$ cat src/rtl/aes_spi_bridge.sv
`default_nettype none
// ============================================================================
// Module   : aes_spi_bridge
// Brief    : Oversampled SPI front end that loads a plaintext+key frame into
//            aes_core, then shifts the captured cyphertext back to the host.
// Revision : 1.0 - initial release
// ============================================================================
module aes_spi_bridge #(
    parameter int SYNC_STAGES = 2
) (
    input  logic         clk,
    input  logic         reset,
    input  logic         sck,
    input  logic         sdi,
    input  logic         load,
    output logic         sdo,
    output logic         done,
    output logic         ce,
    output logic [127:0] key,
    output logic [127:0] plaintext,
    input  logic         core_done,
    input  logic [127:0] cyphertext,
    output logic         frame_err
);

    typedef enum logic [1:0] {
        IDLE  = 2'd0,
        LOAD  = 2'd1,
        WAIT  = 2'd2,
        READY = 2'd3
    } state_t;

    state_t                 state;
    logic [SYNC_STAGES-1:0] sck_sync;
    logic [SYNC_STAGES-1:0] sdi_sync;
    logic [SYNC_STAGES-1:0] load_sync;
    logic [SYNC_STAGES-1:0] cdone_sync;
    logic                   sck_q;
    logic                   load_q;
    logic                   cdone_q;
    logic [255:0]           shreg;
    logic [127:0]           oreg;
    logic [8:0]             bitcnt;
    logic [8:0]             bitcnt_nxt;
    logic [7:0]             ocnt;

    logic sck_s;
    logic sdi_s;
    logic load_s;
    logic cdone_s;
    logic sck_r;
    logic sck_f;
    logic load_r;
    logic load_f;
    logic done_r;

    assign sck_s   = sck_sync[SYNC_STAGES-1];
    assign sdi_s   = sdi_sync[SYNC_STAGES-1];
    assign load_s  = load_sync[SYNC_STAGES-1];
    assign cdone_s = cdone_sync[SYNC_STAGES-1];

    assign sck_r  = sck_s & ~sck_q;
    assign sck_f  = ~sck_s & sck_q;
    assign load_r = load_s & ~load_q;
    assign load_f = ~load_s & load_q;
    assign done_r = cdone_s & ~cdone_q;

    assign plaintext = shreg[255:128];
    assign key       = shreg[127:0];

    always_ff @(posedge clk) begin
        if (reset) begin
            sck_sync   <= '0;
            sdi_sync   <= '0;
            load_sync  <= '0;
            cdone_sync <= '0;
            sck_q      <= 1'b0;
            load_q     <= 1'b0;
            cdone_q    <= 1'b0;
        end else begin
            sck_sync   <= {sck_sync[SYNC_STAGES-2:0], sck};
            sdi_sync   <= {sdi_sync[SYNC_STAGES-2:0], sdi};
            load_sync  <= {load_sync[SYNC_STAGES-2:0], load};
            cdone_sync <= {cdone_sync[SYNC_STAGES-2:0], core_done};
            sck_q      <= sck_s;
            load_q     <= load_s;
            cdone_q    <= cdone_s;
        end
    end

    // Count including a shift in this very cycle, so a last sck edge that
    // lands together with the load fall still completes the frame.
    always_comb begin
        bitcnt_nxt = bitcnt;
        if (sck_r && (bitcnt != 9'd256)) begin
            bitcnt_nxt = bitcnt + 9'd1;
        end
    end

    always_ff @(posedge clk) begin
        if (reset) begin
            state     <= IDLE;
            shreg     <= '0;
            oreg      <= '0;
            bitcnt    <= '0;
            ocnt      <= '0;
            ce        <= 1'b0;
            done      <= 1'b0;
            sdo       <= 1'b0;
            frame_err <= 1'b0;
        end else begin
            frame_err <= 1'b0;
            ce        <= (state == LOAD);
            done      <= (state == READY);
            sdo       <= oreg[127];

            if (load_r && (state != LOAD)) begin
                state     <= LOAD;
                bitcnt    <= '0;
                frame_err <= (state == WAIT) || (state == READY);
            end else begin
                case (state)
                    IDLE: begin
                    end
                    LOAD: begin
                        if (sck_r) begin
                            shreg  <= {shreg[254:0], sdi_s};
                            bitcnt <= bitcnt_nxt;
                        end
                        if (load_f) begin
                            if (bitcnt_nxt == 9'd256) begin
                                state <= WAIT;
                            end else begin
                                state     <= IDLE;
                                frame_err <= 1'b1;
                            end
                        end
                    end
                    // Only a fresh rise counts; a level left high by an
                    // earlier run never produces done_r here.
                    WAIT: begin
                        if (done_r) begin
                            oreg  <= cyphertext;
                            ocnt  <= '0;
                            state <= READY;
                        end
                    end
                    READY: begin
                        if (sck_f) begin
                            oreg <= {oreg[126:0], 1'b0};
                            ocnt <= ocnt + 8'd1;
                            if (ocnt == 8'd127) begin
                                state <= IDLE;
                            end
                        end
                    end
                    default: state <= IDLE;
                endcase
            end
        end
    end

endmodule
`default_nettype wire

$ cat config.mk
export PLATFORM = sky130hd
export DESIGN_NAME = aes_spi_bridge
export DESIGN_NICKNAME = d
export VERILOG_FILES = /design/src/rtl/aes_spi_bridge.sv
export SDC_FILE = /design/constraint.sdc
export NUM_CORES = 1
export LEC_CHECK = 0
export CAP_MARGIN = 20
export CORE_MARGIN = 2
export CORE_UTILIZATION = 35
export CTS_CLUSTER_DIAMETER = 60
export DETAILED_ROUTE_END_ITERATION = 8
export PLACE_DENSITY_LB_ADDON = 0.2
export SETUP_SLACK_MARGIN = 0.02
export SYNTH_ARGS = -nofsm -noshare
export SYNTH_HDL_FRONTEND = slang
export SYNTH_SLANG_ARGS = --single-unit
$ cat constraint.sdc
create_clock -name clk -period 1.92 [get_ports clk]
set_input_delay 0.576 -clock clk [delete_from_list [all_inputs] [get_ports clk]]
set_output_delay 0.576 -clock clk [all_outputs]
set_load 0.02 [all_outputs]
== After elaboration in Yosys (flattened, before gate mapping) ==
Index checks and enable logic that the tools add are counted.
W data, S select, Z words.

* Register bits after elaboration: 418
* Output and inout bits: 260
* Word-level logic and storage cells: 75

* $add $sub $neg: 2
* Equal/unequal tests: 15
* Muxes and demuxes: 18
* Bitwise gates (word level): 11
* Reduce and logical (&&, ||, !) cells: 12

{| class="wikitable"
|+ Operators by type and width
! operator !! count
|-
| $mux W128 || 2
|-
| $pmux W128 S2 || 1
|-
| $mux W8 || 2
|-
| $pmux W8 S2 || 1
|-
| $mux W2 || 5
|-
| $reduce_and A5 Y1 || 2
|-
| $add A9 B1 Y9 const B || 1
|-
| $eq A9 B9 Y1 const B || 1
|-
| $mux W9 || 1
|-
| $ne A9 B9 Y1 const B || 1
|-
| $add A8 B1 Y8 const B || 1
|-
| $eq A8 B7 Y1 const B || 1
|-
| $ne A2 B2 Y1 const B || 3
|-
| $ne A3 B2 Y1 const B || 2
|-
| $not A1 Y1 || 6
|-
| $pmux W2 S3 || 1
|-
| $and A1 B1 Y1 || 5
|-
| $mux W1 || 5
|-
| $eq A2 B2 Y1 const B || 2
|-
| $ne A2 B1 Y1 const B || 2
|-
| $reduce_and A4 Y1 || 1
|-
| $reduce_bool A4 Y1 || 1
|-
| $ne A3 B1 Y1 const B || 1
|-
| $ne A3 B3 Y1 const B || 1
|-
| 8 further kinds || 9
|}

== Logic depth before layout (Yosys ltp) ==
* Depth after elaboration: 9
* Depth in mapped cells: 8
* Gate-level depth less buffers: 7

== Worst setup path after synthesis ==
OpenSTA, ideal clock, no wires.

* Path kind: register -> register
* Start: register bitcnt[3]
* End: register frame_err
* Arrival time: 1.540 ns
* Setup slack: 0.246 ns
* Stages on the path, launching flop included: 6
* Period minus slack after synthesis: 1.674 ns
* Cells stage by stage: dfxtp_1 or4_4 o21ai_2 mux2i_1 nor4_2 a211oi_1

* Longest elaborated chain between the ends: 8
* Elaborated cells between the ends (all ways): 9
* Classes of those cells: 1 x add/sub; 2 x eq/ne; 5 x mux; 1 x reduce/logical

{| class="wikitable"
|+ RTL lines
! element !! RTL line !! source
|-
| from (decl) || 43 || <nowiki>logic [8:0] bitcnt;</nowiki>
|-
| from (signal assigned) || 128 || <nowiki>bitcnt <= bitcnt_nxt;</nowiki>
|-
| branches (longest 2 deep; another with $add A9 B1 Y9) || -- ||
|-
| $mux W9 * || 95 || <nowiki>if (sck_r && (bitcnt != 9'd256)) begin</nowiki>
|-
| $eq A9 B9 Y1 * || 131 || <nowiki>if (bitcnt_nxt == 9'd256) begin</nowiki>
|-
| $mux W1 * || 131 ||
|-
| $mux W1 * || 130 || <nowiki>if (load_f) begin</nowiki>
|-
| $mux W1 * || 122 || <nowiki>case (state)</nowiki>
|-
| $mux W1 * || 117 || <nowiki>if (load_r && (state != LOAD)) begin</nowiki>
|-
| to (signal assigned) || 120 || <nowiki>frame_err <= (state == WAIT) || (state == READY);</nowiki>
|-
| to (decl) || 23 || <nowiki>output logic frame_err</nowiki>
|}

Mark *: on every way between the ends.
A chain may end at the register's enable or synchronous reset.

== Worst setup path after layout ==
* Start: register state[0]
* End: register oreg[127]

* Longest elaborated chain between the ends: 4
* Elaborated cells between the ends (all ways): 10
* Classes of those cells: 5 x eq/ne; 1 x mux; 1 x bitwise; 3 x reduce/logical

{| class="wikitable"
|+ RTL lines
! element !! RTL line !! source
|-
| from (decl) || 33 || <nowiki>state_t state;</nowiki>
|-
| from (signal assigned) || 102 || <nowiki>state <= IDLE;</nowiki>
|-
| from (signal assigned) || 118 || <nowiki>state <= LOAD;</nowiki>
|-
| from (signal assigned) || 132 || <nowiki>state <= WAIT;</nowiki>
|-
| branches (longest 4 deep; another with $reduce_and A4 Y1) || -- ||
|-
| to (signal assigned) || 143 || <nowiki>oreg <= cyphertext;</nowiki>
|-
| to (signal assigned) || 150 || <nowiki>oreg <= {oreg[126:0], 1'b0};</nowiki>
|-
| to (decl) || 42 || <nowiki>logic [127:0] oreg;</nowiki>
|}

Several ways; the timed one is not identified.

==> impl_metrics.json <==
{
  "antenna_found_initial": 1,
  "synth.area.top_cells": "dfxtp_1 53%, nand2_1 15%, a21oi_1 8.2%",
  "ys_seq_area_share_pct": 52.6,
  "regArea_um2": 8380,
  "clk_latency_ns": 0.56,
  "synth-edff-count": 0,
  "critical_path.top_delay_family": "buffers and inverters",
  "cp_max_fo": 8,
  "clock_sinks": 418,
  "h-tree-depth": 2,
  "syn_inst": 2014,
  "fin_ws_ns": 0.0533,
  "synth.top_cell.area_share_pct": 52.6,
  "crit_type": "flop to flop",
  "synthArstFlopShare_pct": 0,
  "cts_hold_buf": 0,
  "drc_errors": 0,
  "grt_max_degree": 135,
  "endpoint_kind": "flop",
  "period_needed_ns": 1.87,
  "hold_violations": 0,
  "drtIter0Drc": 1117,
  "setup_viol": 0,
  "clockBufferDepth": 3,
  "syn2layout_area_growth_pct": 42.4,
  "yosys.area.top_type": "dfxtp_1",
  "maxCapViolCount": 0,
  "crit_arrival_ns": 2.34,
  "multi_input_area_um2": 6950,
  "netlist_area_um2": 15900,
  "ios": 394,
  "min_period_over_period_pct": 97.2,
  "outcome": "completed",
  "rows": 78,
  "fp.dieH_um": 217,
  "n_fill_cell": 4359,
  "dieWidth_um": 217,
  "yosys-top-cells-count": "654 x nand2_1, 418 x dfxtp_1, 261 x a21oi_1",
  "port_buffers": 393,
  "rsz0062_at_grt": "yes",
  "gp_congestion": 0.817,
  "grt_pass1_vias": 13700,
  "max_stage_delay_ns": 0.38,
  "irDropWorstVdd_uv": 696,
  "viasPerCell": 5.02,
  "worst_slew_pin_slew_ns": 0.590,
  "wirelength_mm": 45.7,
  "yosysMostFrequentCell": "nand2_1",
  "grt_pass1_wl_mm": 71.4,
  "ys_types": 40,
  "cts-root-buf": "clkbuf_16",
  "synth_nets": 2151,
  "ys_ff_latch": 418,
  "cts_tree": "done",
  "dp_hpwl_mm": 29.5,
  "cellPowerDensity_nw_per_um2": 818,
  "grt-ovfl-total": 0,
  "routedWlPerCell_um": 15.3,
  "fin_worst_skew_ns": 0.0128,
  "dp_slack_ns": 0.00801,
  "drive_gt1_share_pct": 9.72,
  "synth_area_per_cell_um2": 7.89,
  "r2r_slack_ns": 0.05,
  "ant_nets": 0,
  "cpMaxStageDelayCell": "or3b_4",
  "fp.coreArea_um2": 45100,
  "clk_pin_slew_ns": 0.06,
  "start_util_pct": 35.3,
  "hold_class": "input pin to flop",
  "vias": 15000,
  "numCtsBuffers": 47,
  "grtUsageTotal_pct": 18.3,
  "startpoint_type": "flop",
  "report.final.slew_viol_count": 0,
  "ys.flop_type": "dfxtp_1",
  "yosysWarnings": 0,
  "relSlewSlack_pct": 60.7,
  "die_area_um2": 47100,
  "cellLeakagePower_nw": 8.35,
  "layout.nets": 2486,
  "finalPower_w": 0.0185,
  "cp_cell_sequence": "or3b_4 -> a211oi_4 -> buf_12 -> buf_16 -> clkbuf_16 -> nor2_1 -> a311oi_1",
  "dr.pass1.iters": 5,
  "fmax_mhz": 536,
  "crit_buf_inv": 3,
  "worst_ep_required_time_ns": 2.39
}
final timing paths:
check                                            start                endpoint  depth (start not counted)
worst min register to register  sdi_sync[1]$_SDFF_PP0_   shreg[0]$_SDFFE_PP0P_                          2
worst max register to register   state[0]$_SDFFE_PP0P_  oreg[127]$_SDFFE_PP0P_                          7
worst max-delay path             state[0]$_SDFFE_PP0P_  oreg[127]$_SDFFE_PP0P_                          7
worst min-delay path                             reset        sck_q$_SDFF_PP0_                          2
state kept, by name, summed over array words and instances, names as in the netlist, 8 cells and up:
name    count
shreg     256
oreg      128
bitcnt      9
ocnt        8
worst register-to-register path, cell delays in order (launching register included):
cell	delay [ns]
dfxtp_4	0.34
or3b_4	0.38
a211oi_4	0.28
buf_12	0.17
buf_16	0.16
clkbuf_16	0.20
nor2_1	0.05
a311oi_1	0.19
placed cells by master, fill, tap and decap left out, types with 3 or more instances in the layout:
cell type,instances
nor2_1,134
a311oi_2,6
buf_4,21
nor2b_1,14
nand3_1,132
nand2b_1,4
buf_6,4
buf_12,33
clkinv_2,9
nand4_1,5
bufinv_16,4
inv_1,7
clkbuf_1,13
clkbuf_8,8
bufbuf_16,4
buf_8,3
a311oi_1,123
clkdlybuf4s15_2,23
nor2_4,6
clkbuf_16,55
xnor2_1,6
nand2_1,652
dfxtp_1,415
and3_1,6
clkdlybuf4s50_1,132
nor2_2,11
clkbuf_2,22
clkdlybuf4s15_1,109
nand3b_1,4
xor2_1,7
dlygate4sd2_1,106
mux2i_1,3
a21oi_1,261
area by class of cell:
| class | count | share of cell area, % |
|---|---|---|
| Antenna cell | 1 | 0.0111 |
| Clock inverter | 16 | 0.868 |
| Timing Repair Buffer | 465 | 21.9 |
| Multi-Input combinational cell | 1410 | 30.7 |
| Sequential cell | 418 | 37.0 |
| Clock buffer | 70 | 6.12 |
| Inverter | 7 | 0.116 |
| Tap cell | 600 | 3.32 |
repair_timing:
item	in CTS	in global routing
gates cloned	5	6
setup endpoints to repair	278	218
setup buffers	5	6
pin swaps	1	97
gates resized for setup	384	125
per-stage QoR:
| step | util [%] | instances | setup TNS, ns | hold slack, ns | cell area (um^2) |
|---|---|---|---|---|---|
| 6_report | 50.2 | 2987 | 0 | 0.337 | 22600 |
| 4_1_cts | 49.4 | 2974 | -0.0351 | 0.290 | 22300 |
| 3_3_place_gp | 45.8 | 2878 | 0 | 0.419 | 20700 |
| 3_5_place_dp | 45.8 | 2878 | 0 | 0.428 | 20700 |
| 2_1_floorplan | - | 2014 | 0 | 0.414 | 15900 |
| 5_1_grt | 50.2 | 2987 | -0.134 | 0.321 | 22600 |
power breakdown:
part / internal, W / switching (W)
clock: 0.00554 / 0.00358
combinational: 0.000351 / 0.000354
sequential: 0.00868 / 0.00000694
total: 0.0146 / 0.00394
kinds of logic after synthesis:
family	synth area share [%]
simple gates	25.5
flops	52.6
compound gates	15.9
buf+inv	4.82
xor+xnor	0.716
mux	0.189
fa+ha+maj	0.236
metal layers:
| metal | global-route usage (%) | up-vias | routed length [um] | part of all wire (%) |
|---|---|---|---|---|
| met2 | 29.0 | 426 | 21100 | 46 |
| met5 | 0 | - | 0 | 0 |
| met3 | 3.30 | 64 | 2610 | 5.7 |
| li1 | - | 7493 | - | - |
| met1 | 24.9 | 7025 | 20900 | 46 |
| met4 | 6.87 | 0 | 1140 | 2.5 |
(Power assumes the default switching activity.)
